$ cat src/rtl/uart_pkg.sv
// Shared definitions for the UART CDC path: receiver state encoding,
// default line parameters and the baud divider calculation.
package uart_pkg;

    // Default line settings used when a parent does not override them.
    localparam int DEF_CLK_FREQ  = 50_000_000;
    localparam int DEF_BAUD      = 115_200;
    localparam int DEF_OVERSAMPLE = 16;
    localparam int DEF_DATA_WIDTH = 8;

    // Receiver FSM encoding; values are fixed so external checkers can decode them.
    typedef enum logic [1:0] {
        IDLE  = 2'd0,
        START = 2'd1,
        DATA  = 2'd2,
        STOP  = 2'd3
    } rx_state_t;

    // Clock cycles per oversample tick, truncated, never below 1.
    function automatic int calc_div(input int clk_freq, input int baud, input int oversample);
        int d;
        d = clk_freq / (baud * oversample);
        return (d < 1) ? 1 : d;
    endfunction

endpackage

$ cat src/rtl/uart_baud_tick.sv
// Free-running oversample tick generator: one-cycle pulse every DIV clocks.
// Shared between the RX and TX sides of the UART.
module uart_baud_tick #(
    parameter int DIV = 4
) (
    input  logic clk_rx,
    input  logic rst,
    output logic tick
);

    localparam int            CW   = (DIV > 1) ? $clog2(DIV) : 1;
    localparam logic [CW-1:0] LAST = CW'(DIV - 1);

    logic [CW-1:0] cnt;

    // Divider counter: counts 0..DIV-1 and wraps, starting from reset.
    always_ff @(posedge clk_rx or posedge rst) begin
        if (rst) begin
            cnt <= '0;
        end else if (cnt == LAST) begin
            cnt <= '0;
        end else begin
            cnt <= cnt + 1'b1;
        end
    end

    assign tick = (cnt == LAST);

endmodule

$ cat src/rtl/uart_rx_frontend.sv
// UART receiver front end (clk_rx domain): synchronises rx_in, deframes
// 8N1-style characters with oversampled mid-bit sampling and pushes each
// good byte into the rx->tx FIFO.
//
// FIFO write handshake: a byte is written in every cycle where wr_en=1;
// wr_en is raised only if fifo_full was 0 on the mid-stop-bit tick. If the
// FIFO was full at that point the byte is dropped and overrun pulses instead.
// wr_data holds the last written byte between writes.
module uart_rx_frontend
    import uart_pkg::*;
#(
    parameter int CLK_FREQ   = DEF_CLK_FREQ,
    parameter int BAUD       = DEF_BAUD,
    parameter int OVERSAMPLE = DEF_OVERSAMPLE,
    parameter int DATA_WIDTH = DEF_DATA_WIDTH
) (
    input  logic                  clk_rx,
    input  logic                  rst,
    input  logic                  rx_in,
    input  logic                  fifo_full,
    output logic                  wr_en,
    output logic [DATA_WIDTH-1:0] wr_data,
    output logic                  frame_err,
    output logic                  overrun,
    output logic                  busy
);

    localparam int DIV = calc_div(CLK_FREQ, BAUD, OVERSAMPLE);
    localparam int SW  = $clog2(OVERSAMPLE);
    localparam int BW  = (DATA_WIDTH > 1) ? $clog2(DATA_WIDTH) : 1;

    localparam logic [SW-1:0] SCNT_MID  = SW'(OVERSAMPLE / 2 - 1);
    localparam logic [SW-1:0] SCNT_LAST = SW'(OVERSAMPLE - 1);
    localparam logic [BW-1:0] BIDX_LAST = BW'(DATA_WIDTH - 1);

    // Synchroniser and edge detect
    logic rx_meta;
    logic rx_sync;
    logic rx_prev;
    logic start_edge;

    // Oversample tick
    logic tick;

    // FSM state and datapath registers
    rx_state_t             state,   state_n;
    logic [SW-1:0]         scnt,    scnt_n;
    logic [BW-1:0]         bit_idx, bit_idx_n;
    logic [DATA_WIDTH-1:0] shreg,   shreg_n;
    logic [DATA_WIDTH-1:0] wr_data_n;
    logic                  wr_en_n;
    logic                  frame_err_n;
    logic                  overrun_n;

    uart_baud_tick #(
        .DIV (DIV)
    ) u_baud_tick (
        .clk_rx (clk_rx),
        .rst    (rst),
        .tick   (tick)
    );

    // Two-flop synchroniser plus one-cycle history for falling-edge detection.
    // Everything resets to 0 so a line held low through reset never looks like a start.
    always_ff @(posedge clk_rx or posedge rst) begin
        if (rst) begin
            rx_meta <= 1'b0;
            rx_sync <= 1'b0;
            rx_prev <= 1'b0;
        end else begin
            rx_meta <= rx_in;
            rx_sync <= rx_meta;
            rx_prev <= rx_sync;
        end
    end

    assign start_edge = rx_prev & ~rx_sync;

    // State, counters and registered outputs.
    always_ff @(posedge clk_rx or posedge rst) begin
        if (rst) begin
            state     <= IDLE;
            scnt      <= '0;
            bit_idx   <= '0;
            shreg     <= '0;
            wr_en     <= 1'b0;
            wr_data   <= '0;
            frame_err <= 1'b0;
            overrun   <= 1'b0;
        end else begin
            state     <= state_n;
            scnt      <= scnt_n;
            bit_idx   <= bit_idx_n;
            shreg     <= shreg_n;
            wr_en     <= wr_en_n;
            wr_data   <= wr_data_n;
            frame_err <= frame_err_n;
            overrun   <= overrun_n;
        end
    end

    // Next-state logic: start qualification at mid start bit, LSB-first
    // data capture at mid bit, stop-bit check and FIFO write decision.
    always_comb begin
        state_n     = state;
        scnt_n      = scnt;
        bit_idx_n   = bit_idx;
        shreg_n     = shreg;
        wr_data_n   = wr_data;
        wr_en_n     = 1'b0;
        frame_err_n = 1'b0;
        overrun_n   = 1'b0;

        case (state)
            IDLE: begin
                if (start_edge) begin
                    scnt_n  = '0;
                    state_n = START;
                end
            end

            START: begin
                if (tick) begin
                    if (scnt == SCNT_MID) begin
                        scnt_n = '0;
                        if (!rx_sync) begin
                            bit_idx_n = '0;
                            state_n   = DATA;
                        end else begin
                            // Line went back high: treat as noise, no error.
                            state_n = IDLE;
                        end
                    end else begin
                        scnt_n = scnt + 1'b1;
                    end
                end
            end

            DATA: begin
                if (tick) begin
                    if (scnt == SCNT_LAST) begin
                        scnt_n  = '0;
                        shreg_n = {rx_sync, shreg[DATA_WIDTH-1:1]};
                        if (bit_idx == BIDX_LAST) begin
                            state_n = STOP;
                        end else begin
                            bit_idx_n = bit_idx + 1'b1;
                        end
                    end else begin
                        scnt_n = scnt + 1'b1;
                    end
                end
            end

            STOP: begin
                if (tick) begin
                    if (scnt == SCNT_LAST) begin
                        scnt_n  = '0;
                        state_n = IDLE;
                        if (!rx_sync) begin
                            frame_err_n = 1'b1;
                        end else if (fifo_full) begin
                            overrun_n = 1'b1;
                        end else begin
                            wr_en_n   = 1'b1;
                            wr_data_n = shreg;
                        end
                    end else begin
                        scnt_n = scnt + 1'b1;
                    end
                end
            end

            default: begin
                state_n = IDLE;
            end
        endcase
    end

    assign busy = (state != IDLE);

endmodule

$ cat config.mk
export PLATFORM = sky130hd
export DESIGN_NAME = uart_rx_frontend
export DESIGN_NICKNAME = d
export VERILOG_FILES = /design/src/rtl/uart_pkg.sv /design/src/rtl/uart_baud_tick.sv /design/src/rtl/uart_rx_frontend.sv
export SDC_FILE = /design/constraint.sdc
export NUM_CORES = 1
export LEC_CHECK = 0
export CAP_MARGIN = 0
export CORE_MARGIN = 10
export CORE_UTILIZATION = 50
export CTS_CLUSTER_DIAMETER = 60
export CTS_CLUSTER_SIZE = 14
export DETAILED_ROUTE_END_ITERATION = 6
export PLACE_DENSITY_LB_ADDON = 0.2
export SYNTH_ARGS = -nofsm -noshare
export SYNTH_HDL_FRONTEND = slang
export SYNTH_SLANG_ARGS = --single-unit
$ cat constraint.sdc
create_clock -name clk_rx -period 2.2 [get_ports clk_rx]
set_clock_uncertainty 0.15 [all_clocks]
set_input_delay 0.66 -clock clk_rx [delete_from_list [all_inputs] [get_ports clk_rx]]
set_output_delay 0.66 -clock clk_rx [all_outputs]
set_load 0.02 [all_outputs]
### After elaboration in Yosys (flattened, before gate mapping)

Cells that the tools add are included.

| storage, ports and cells | value |
|---|---|
| register bits after elaboration | 36 |
| input bits | 4 |
| output and inout port bits | 12 |
| logic and storage cells | 83 |

| cells by class | value |
|---|---|
| add/subtract/negate cells | 3 |
| equal/unequal tests | 18 |
| multiplexer cells | 38 |
| bitwise gates (word level) | 3 |
| reductions and logical operators | 9 |

Operators with widths:

| kind | number |
|---|---|
| 2-to-1 mux 4 bit | 5 |
| inequality test 2 bit (second input constant) | 10 |
| 2-to-1 mux 2 bit | 9 |
| 2-to-1 mux 3 bit | 6 |
| 2-to-1 mux 1 bit | 14 |
| one-hot mux 4 bit (3 select lines) | 1 |
| one-hot mux 2 bit (4 select lines) | 1 |
| AND reduction 8 bit | 1 |
| AND reduction 7 bit | 1 |
| one-hot mux 3 bit (2 select lines) | 1 |
| AND reduction 3 bit | 2 |
| adder 5 x 1 -> 5 bit (second input constant) | 1 |
| == test 5 bit (second input constant) | 1 |
| 2-to-1 mux 5 bit | 1 |
| AND reduction 5 bit | 1 |
| adder 4 x 1 -> 4 bit (second input constant) | 1 |
| == test 2 bit (second input constant) | 2 |
| == test 4 x 3 -> 1 bit (second input constant) | 1 |
| == test 4 bit (second input constant) | 1 |
| nonzero test 2 bit | 2 |
| adder 3 x 1 -> 3 bit (second input constant) | 1 |
| == test 3 bit (second input constant) | 1 |
| == test 2 x 1 -> 1 bit (second input constant) | 1 |
| logical NOT 2 bit | 1 |
| 4 further kinds | 5 |

### Depth between registers and ports, before layout

Gate-level depths: netlist of the first run.

| logic depth | value |
|---|---|
| depth after elaboration | 5 |
| mapped depth | 6 |

### Hierarchy

A second synthesis of the first run with hierarchy kept.

| unflattened totals | value |
|---|---|
| cell total of the unflattened synthesis | 128 |
| area, all modules | 1597.8 um2 |

By module, submodules not included:

| module | instances | cells an instance | area an instance (um2) | seq. area each (um2) |
|---|---|---|---|---|
| uart_rx_frontend | 1 | 103 | 1327.5 | 775.7 |
| uart_baud_tick | 1 | 25 | 270.3 | 125.1 |

### Worst setup path before layout of the first run

No wires, ideal clock.

| timing path | value |
|---|---|
| path type | reg2reg |
| start | reg u_baud_tick.cnt[0] |
| end | reg wr_data[0] |
| arrival time | 1.771 ns |
| setup slack | 0.154 ns |
| stages on the path, launching flop included | 6 |
| buffers on the path | 0 |
| cells stage by stage | dfrtp_1 -> inv_1 -> ha_1 -> nand4b_4 -> nor4_4 -> mux2_2 |

| between the ends | value |
|---|---|
| word-level cells in the longest chain between the ends | 2 |

Ends and longest elaborated chain:

| what | RTL line | source |
|---|---|---|
| start: declaration | uart_baud_tick.sv:14 | `logic [CW-1:0] cnt;` |
| start signal: assignment | uart_baud_tick.sv:23 | `cnt <= cnt + 1'b1;` |
| == test 5 bit | uart_baud_tick.sv:27 | `assign tick = (cnt == LAST);` |
| AND reduction 5 bit (no source line) | - |  |
| end signal: assignment | uart_rx_frontend.sv:96 | `wr_data <= wr_data_n;` |
| end: declaration | uart_rx_frontend.sv:22 | `output logic [DATA_WIDTH-1:0] wr_data,` |

No other way between the ends.
A chain may end at the register's enable or synchronous reset.

### Worst setup path after layout of the first run

| timing path | value |
|---|---|
| start | reg wr_data[3] |
| end | out wr_data[3] |

No word-level cell between the ends.

==> results of run 1 <==
==> cell usage after synthesis, types with 2 or more instances <==
cell / number / area [sq um]
dfrtp_1: 36 / 901
mux2_2: 19 / 214
inv_1: 6 / 22.5
nand2_1: 6 / 22.5
ha_1: 5 / 62.6
clkbuf_1: 4 / 15.0
nand3_1: 4 / 20.0
nor2_1: 4 / 15.0
nor3_1: 3 / 15.0
o2111ai_1: 3 / 26.3
a21oi_1: 2 / 10.0
and3b_1: 2 / 17.5
and4b_1: 2 / 20.0
nand2b_1: 2 / 12.5
nor4_4: 2 / 42.5
nor4b_1: 2 / 17.5
o211ai_1: 2 / 15.0
o21ai_0: 2 / 10.0
xnor2_1: 2 / 17.5
==> flip-flops by register name (all words and copies together) (netlist names), named ones only <==
| register | flops |
|---|---|
| overrun | 1 |
| rx_meta | 1 |
| bit_idx | 3 |
| scnt | 4 |
| wr_en | 1 |
| shreg | 8 |
| wr_data | 8 |
| rx_sync | 1 |
| state | 1 |
| u_baud_tick.cnt | 5 |
| rx_prev | 1 |
| frame_err | 1 |
==> metrics by stage <==
step / TNS (ns) / power, mW / instance area (sq um) / util
finish: 0 / 1.25 / 1990 / 0.642
global route: 0 / 1.30 / 1990 / 0.642
CTS: 0 / 1.25 / 1980 / 0.638
detailed placement: -0.380 / 0.788 / 1900 / 0.612
global placement: -0.0387 / 0.784 / 1900 / 0.612
floorplan: 0 / 0.752 / 1640 / -
==> per-layer routing <==
| layer | GRT usage | vias up | part of all wire |
|---|---|---|---|
| met3 | 0.0495 | 2 | 0.052 |
| li1 | - | 520 | - |
| met1 | 0.119 | 549 | 0.44 |
| met5 | 0 | - | 0 |
| met4 | 0.0383 | 0 | 0.0058 |
| met2 | 0.176 | 21 | 0.50 |
==> cells by family (layout without fill, tap and decap cells) <==
logic type	count (synthesis)	count (layout)	share of synthesized area
buffers and inverters	12	39	0.0289
AO/OA/AOI/OAI	18	18	0.0837
adder cells (fa/ha/maj)	5	5	0.0381
AND/OR/NAND/NOR	34	34	0.154
flip-flops	36	36	0.548
multiplexers	20	20	0.136
XOR/XNOR	2	2	0.0107
==> worst max path at each step <==
stage / slack [ns] / end / from
final: 0.10 / wr_data[3] / wr_data[3]$_DFFE_PP0P_
after global routing: 0.02 / shreg[4]$_DFFE_PP0P_ / u_baud_tick.cnt[0]$_DFF_PP0_
after CTS: 0.02 / busy / flip-flop
after detailed placement: -0.06 / wr_data[7]$_DFFE_PP0P_ / fifo_full
after global placement: -0.006 / wr_data[0]$_DFFE_PP0P_ / fifo_full
after floorplan: 0.15 / wr_data[0]$_DFFE_PP0P_ / u_baud_tick.cnt[0]$_DFF_PP0_
==> report_power, final <==
group | switching (mW) | internal (mW) | leakage [nW] | total, mW
clock | 0.237 | 0.237 | 0.0412 | 0.474
sequential | 0.0146 | 0.675 | 0.476 | 0.690
combinational | 0.0477 | 0.0346 | 0.540 | 0.0823
==> timing repair <==
action	CTS	global route
hold buffers	0	0
pin swaps	0	0
resized for setup	1	9
endpoints found under the setup margin	1	8
==> cell type report <==
cell class / instances / area, sq um / area share
Clock buffer: 5 / 37.5 / 0.0188
Clock inverter: 3 / 42.5 / 0.0214
Inverter: 6 / 22.5 / 0.0113
Multi-Input combinational cell: 79 / 696 / 0.349
Sequential cell: 36 / 901 / 0.452
Tap cell: 44 / 55.1 / 0.0276
Timing Repair Buffer: 25 / 238 / 0.119
==> qor.yml, run 1 <==
setup_path:
  cp_num_cells: 1
  path_delay_family: "buffers and inverters"
  path_cells: "clkdlybuf4s50_1"
  r2r-end: "shreg[4]$_DFFE_PP0P_"
  path_buf_inv: 1
  timing.rr.start: "u_baud_tick.cnt[0]$_DFF_PP0_"
  reg2regPathDepth: 6
  startpoint_type: "flip-flop"
  cp.arrival_ns: 1.29
  critical_path.slowest_cell: "clkdlybuf4s50_1"
  rrSetupSlack_ns: 0.11
  critPathCaptureType: "primary output"
  crit_type: "flip-flop to primary output"
  worstPathRequired_ns: 1.39
  cp_max_fo: 2
  cp_slowest_stage_delay_ns: 0.60
job:
  maxCapViolations: 0
clock_network:
  cts_buffers: 5
  path_clk_slew_ns: 0.11
  clockBufferDepth: 2
  clk_latency_ns: 0.35
  cts_tree: "yes"
  postCtsSetupRepairBufs: 0
  clockRootBuffer: "clkbuf_4"
  htreeDepth: 2
  cts_num_sinks: 36
detailed_routing:
  wl_per_cell_um: 15.6
  post-route-drc-count: 0
  drtPass1Iterations: 4
  drt_iter0_drc: 66
  ant_nets: 0
  vias_per_cell: 5.52
  vias: 1092
  wirelength_um: 3100
logic_synthesis:
  synthCells: 127
  yosys_warnings: 0
  synth_flop_cell: "dfrtp_1"
  syn_area_per_cell_sq_um: 12.9
  synth_area_sq_um: 1640
  synth-edff-count: 0
  synth.distinct_cells: 38
  ys_seq_area_frac: 0.548
  synth_seq_cells: 36
  synthArstFlopShare: 1.00
  synthesis.nets: 136
status:
  outcome: "complete, no violations"
finish:
  num-nets-final: 162
  drive_above_1_share: 0.279
  final_common_cell: "dfrtp_1"
  fillers: 255
  antennaDiodeCount: 0
  stdcell_count: 198
  syn2layout_area_growth_pct: 21.2
  final_cell_mix: "dfrtp_1, mux2_2, buf_4, clkdlybuf4s50_1, dlymetal6s2s_1"
hold_path:
  whs_path_depth: 0
  hold_path_class: "flip-flop to flip-flop"
  holdPathEnd: "rx_sync$_DFF_PP0_"
  min_from: "rx_meta$_DFF_PP0_"
floorplanning:
  fp.dieH_um: 77.3
  core_area_sq_um: 3100
  io-pin-count: 16
  dieArea_sq_um: 5980
  dieWidth_um: 77.3
  rows: 20
  initial_utilization: 0.530
global_routing:
  globalRouteOverflowTotal: 0
  grt_pass1_wl_um: 5270
  antenna_found_initial: 0
  grt_max_degree: 37
  grt_pass1_vias: 1136
  gr-usage-all-layers: 0.107
timing:
  finalCriticalPeriod_ns: 2.10
  max_freq_mhz: 477
  timing.hold.ws_ns: 0.210
  tightestPinTransition_ns: 0.446
  maxSlewViolCount: 0
  setup_viol: 0
  rsz0062_at_grt: "no"
  hold_viol_final: 0
  setup_ws_ns: 0.102
  post-route-period-util: 0.954
  maxSlewHeadroom: 0.699
placement:
  dpl_worst_slack_ns: -0.0557
  dp_cells: 190
  gpl.final_weighted_congestion: 0.757
  numPortBuffers: 15
  dp_hpwl_um: 2250
power:
  power_leakage_nw: 1.06
  powerDensity_nw_per_um2: 625
  vdd_ir_drop_max_mv: 0.445
Note: power is estimated with default switching activity, not from simulation.
==> inputs of run 2 (changes only) <==
Settings changed: CORE_UTILIZATION 50 to 61, DONT_BUFFER_PORTS set to 1.
Clock period 2.2 ns to 2.35 ns, I/O delays scaled along.
==> run 2 against run 1 <==
  * Combinational power fell by 34%
  * Flip-flop and latch count did not move
  * Critical path depth rose by 1
  * Register-to-register slack improved by 0.08 ns
  * Power fell by 9.4%
  * Sequential power fell by 4.9%
  * Sequential share of layout area rose by 6.0 points
  * Final area fell by 12%
  * First-iteration DRC count rose by 48%
==> qor.yml, run 2 (synthesis results as in run 1) <==
power:
  power_leakage_nw: 0.839
  power_mw: 1.13
  powerDensity_nw_per_um2: 642
  vdd_ir_drop_max_mv: 0.827
finish:
  syn2layout_area_growth_pct: 6.93
  num-nets-final: 140
  stdcell_count: 162
  final_common_cell: "dfrtp_1"
  largestRegisters: "shreg: 8 flops, wr_data: 8 flops, u_baud_tick.cnt: 5 flops"
  drive_above_1_share: 0.265
  fillers: 186
  antennaDiodeCount: 0
  final_cell_mix: "dfrtp_1, mux2_2, inv_1, nand2_1"
status:
  outcome: "complete, no violations"
detailed_routing:
  drt_iter0_drc: 98
  vias_per_cell: 6.36
  ant_nets: 0
  wirelength_um: 2990
  post-route-drc-count: 0
  drtPass1Iterations: 4
  wl_per_cell_um: 18.5
  vias: 1030
floorplanning:
  initial_utilization: 0.652
  dieArea_sq_um: 5170
  rows: 18
  io-pin-count: 16
  dieWidth_um: 71.9
  core_area_sq_um: 2520
  fp.dieH_um: 71.9
clock_network:
  post_cts_resized: 0
  cts_tree: "yes"
  cts_buffers: 5
  path_clk_slew_ns: 0.11
  htreeDepth: 2
  cts_num_sinks: 36
  ctsHoldBuffers: 0
  clk_latency_ns: 0.33
  clockBufferDepth: 2
  postCtsSetupRepairBufs: 0
  clockRootBuffer: "clkbuf_4"
global_routing:
  grt_util_met3: 0.0503
  use_met2: 0.196
  gr-max-usage-layer: "met2"
  grt_max_degree: 37
  gr-usage-all-layers: 0.119
  grt_pass1_vias: 1080
  grt_pass1_wl_um: 4920
  gr-usage-met1: 0.131
  antenna_found_initial: 0
  globalRouteOverflowTotal: 0
placement:
  dp_cells: 154
  gpl.final_weighted_congestion: 0.784
  dp_hpwl_um: 2100
  numPortBuffers: 0
timing:
  rsz0062_at_grt: "no"
  post-route-period-util: 0.939
  hold_viol_final: 0
  tightestPinTransition_ns: 0.431
  max_freq_mhz: 453
  timing.hold.ws_ns: 0.201
  maxSlewHeadroom: 0.708
  final.setup.tns_ns: 0
  finalCriticalPeriod_ns: 2.21
  setup_viol: 0
  maxSlewViolCount: 0
setup_path:
  cp_slowest_stage_delay_ns: 0.60
  path_buf_inv: 1
  crit_type: "flip-flop to primary output"
  critical_path.slowest_cell: "dfrtp_1"
  path_cells: "nor2_2 > inv_1"
  critPathCaptureType: "primary output"
  cp_max_fo: 13
  cp.arrival_ns: 1.35
  reg2regPathDepth: 6
  worstPathRequired_ns: 1.49
  startpoint_type: "flip-flop"
  cp_num_cells: 2
  path_delay_family: "flip-flops"
job:
  maxCapViolations: 0
hold_path:
  hold_path_class: "primary input to asynchronous set/reset pin"
[run 2: report_power, final]
part           switching (mW)  total [mW]  internal (mW)
logic                  0.0348      0.0543         0.0195
clock network           0.196       0.419          0.223
registers              0.0240       0.656          0.632
[run 2: metal layers]
metal	up-vias	share of wire
li1	474	-
met1	528	0.42
met2	23	0.50
met3	5	0.061
met4	0	0.013
met5	-	0
[run 2: stage by stage]
| stage | cell area, sq um | setup WS [ns] | util |
|---|---|---|---|
| finish | 1760 | 0.143 | 0.697 |
| global route | 1760 | 0.0752 | 0.697 |
| CTS | 1760 | 0.0870 | 0.696 |
| detailed placement | 1680 | 0.195 | 0.666 |
| global placement | 1680 | 0.275 | 0.666 |
| floorplan | 1640 | 0.304 | - |
[run 2: final cells by class]
type / count / area (sq um) / share of cell area
timing repair buffer: 3 / 22.5 / 0.0128
clock inverter: 2 / 35.0 / 0.0199
inverter: 6 / 22.5 / 0.0128
tap: 30 / 37.5 / 0.0214
multi-input combinational: 79 / 698 / 0.397
clock buffer: 6 / 41.3 / 0.0235
sequential: 36 / 901 / 0.512
[run 2: worst paths after layout]
path,from,endpoint,slack (ns)
hold / removal,rst,shreg[6]$_DFFE_PP0P_,0.20
setup reg to reg,u_baud_tick.cnt[0]$_DFF_PP0_,shreg[3]$_DFFE_PP0P_,0.19
min in group clk_rx,rx_meta$_DFF_PP0_,rx_sync$_DFF_PP0_,0.20
hold reg to reg,rx_meta$_DFF_PP0_,rx_sync$_DFF_PP0_,0.20
max in group asynchronous,rst,scnt[0]$_DFFE_PP0P_,1.53
setup / recovery,flip-flop,busy,0.14
==> inputs of run 3 (changes only) <==
Settings changed: CORE_UTILIZATION 61 to 25.
==> run 3 against run 2 <==
  * Final area is 4.3% higher
  * Power decreased by 1.5%
  * Hold slack better by 0.0066 ns
  * Critical endpoint unchanged
  * Highest routed layer unchanged
==> qor.yml, run 3 (synthesis results as in run 1) <==
timing:
  tightestPinTransition_ns: 0.456
  rsz0062_at_grt: "no"
  final.setup.tns_ns: 0
  setup_ws_ns: 0.207
  post-route-period-util: 0.912
  maxSlewViolCount: 0
  finalCriticalPeriod_ns: 2.14
  hold_viol_final: 0
  max_freq_mhz: 467
  setup_viol: 0
  maxSlewHeadroom: 0.691
  timing.hold.ws_ns: 0.208
finish:
  syn2layout_area_growth_pct: 11.5
  largestRegisters: "shreg: 8 flops, wr_data: 8 flops, u_baud_tick.cnt: 5 flops"
  drive_above_1_share: 0.271
  fillers: 673
  stdcell_count: 210
  antennaDiodeCount: 0
  multi_input_area_sq_um: 698
  seqCellArea_sq_um: 901
  final_cell_mix: "dfrtp_1, mux2_2, inv_1, nand2_1"
  final_common_cell: "dfrtp_1"
  num-nets-final: 142
placement:
  dp_hpwl_um: 2220
  numPortBuffers: 0
  dp_cells: 203
  gpl.final_weighted_congestion: 0.735
  dpl_worst_slack_ns: 0.235
power:
  p_int_mw: 0.853
  power_leakage_nw: 0.849
  power_mw: 1.11
  p_clk_frac: 0.363
  vdd_ir_drop_max_mv: 0.337
  p_seq_frac: 0.589
  pwr-share-comb: 0.047
  swShare: 0.233
  p_switching_mw: 0.259
  powerDensity_nw_per_um2: 607
setup_path:
  r2r-end: "wr_data[6]$_DFFE_PP0P_"
  reg2regPathDepth: 6
  worstPathRequired_ns: 1.49
  cp.arrival_ns: 1.29
  critical_path.slowest_cell: "dfrtp_1"
  timing.rr.start: "u_baud_tick.cnt[0]$_DFF_PP0_"
  cp_slowest_stage_delay_ns: 0.60
  rrSetupSlack_ns: 0.27
  critPathCaptureType: "primary output"
  crit_type: "flip-flop to primary output"
  path_cells: "nor2_2 > inv_1"
  cp_max_fo: 13
  startpoint_type: "flip-flop"
global_routing:
  grt_pass1_vias: 1092
  gr-usage-all-layers: 0.0664
  globalRouteOverflowTotal: 0
  grt_max_degree: 37
  antenna_found_initial: 0
  grt_pass1_wl_um: 5280
clock_network:
  path_clk_slew_ns: 0.06
  postCtsSetupRepairBufs: 0
  cts_tree: "yes"
  clockBufferDepth: 2
  ctsHoldBuffers: 0
  cts_num_sinks: 36
  htreeDepth: 2
  cts_buffers: 5
  clockRootBuffer: "clkbuf_8"
  post_cts_resized: 0
  clk_latency_ns: 0.28
detailed_routing:
  drtPass1Iterations: 4
  drt_iter0_drc: 68
  vias: 995
  post-route-drc-count: 0
  vias_per_cell: 4.74
  wl_per_cell_um: 14.4
  wirelength_um: 3030
  ant_nets: 0
hold_path:
  min_from: "rx_meta$_DFF_PP0_"
  hold_path_class: "flip-flop to flip-flop"
  holdPathEnd: "rx_sync$_DFF_PP0_"
  whs_path_depth: 0
floorplanning:
  initial_utilization: 0.257
  dieArea_sq_um: 10200
  dieWidth_um: 101
  core_area_sq_um: 6390
  rows: 29
  fp.dieH_um: 101
  io-pin-count: 16
status:
  outcome: "complete, no violations"
job:
  maxCapViolations: 0
run 3: changes by cell type in the layout (fill, tap and decap cells not counted), sizes merged:
cell and change:
buf +2, bufinv -1
run 3: stage by stage:
step,area [sq um],util
6_report,1830,0.287
5_1_grt,1830,0.287
2_1_floorplan,1640,-
3_5_place_dp,1750,0.274
4_1_cts,1830,0.287
3_3_place_gp,1750,0.274
run 3: final cells by class:
type                       count  area share
multi-input combinational     79       0.381
inverter                       6      0.0123
timing repair buffer           5      0.0205
sequential                    36       0.491
clock inverter                 1     0.00273
tap                           77      0.0526
clock buffer                   6      0.0396
run 3: worst max path at each step:
stage                            startpoint  cells after the start  slack [ns]                     end
6_report                          flip-flop                      2        0.21                    busy
5_1_grt                           flip-flop                      2        0.09                    busy
4_1_cts                           flip-flop                      2        0.10                    busy
3_5_place_dp   u_baud_tick.cnt[0]$_DFF_PP0_                      6        0.24  wr_data[6]$_DFFE_PP0P_
3_3_place_gp   u_baud_tick.cnt[0]$_DFF_PP0_                      6        0.27  wr_data[7]$_DFFE_PP0P_
2_1_floorplan  u_baud_tick.cnt[0]$_DFF_PP0_                      5        0.30  wr_data[0]$_DFFE_PP0P_
run 3: metal layers:
layer / global-route usage / up-vias / routed length (um)
met4: 0.0322 / 0 / 63
li1: - / 478 / -
met3: 0.0329 / 5 / 181
met5: 0 / - / 0
met2: 0.110 / 15 / 1530
met1: 0.0682 / 497 / 1250
run 3: power by group through the flow:
stage,Clock [mW],Sequential [mW],Combinational [mW]
floorplan,0,0.654,0.0503
global placement,0,0.665,0.0532
detailed placement,0,0.666,0.0548
CTS,0.427,0.654,0.0546
global route,0.459,0.657,0.0632
finish,0.404,0.656,0.0526
run 3: critical path, delay by kind of cell, from the launching register on:
| family | cells | cell delay (ns) |
|---|---|---|
| DFF | 1 | 0.60 |
| and+or+nand+nor | 1 | 0.13 |
| buffers and inverters | 1 | 0.28 |
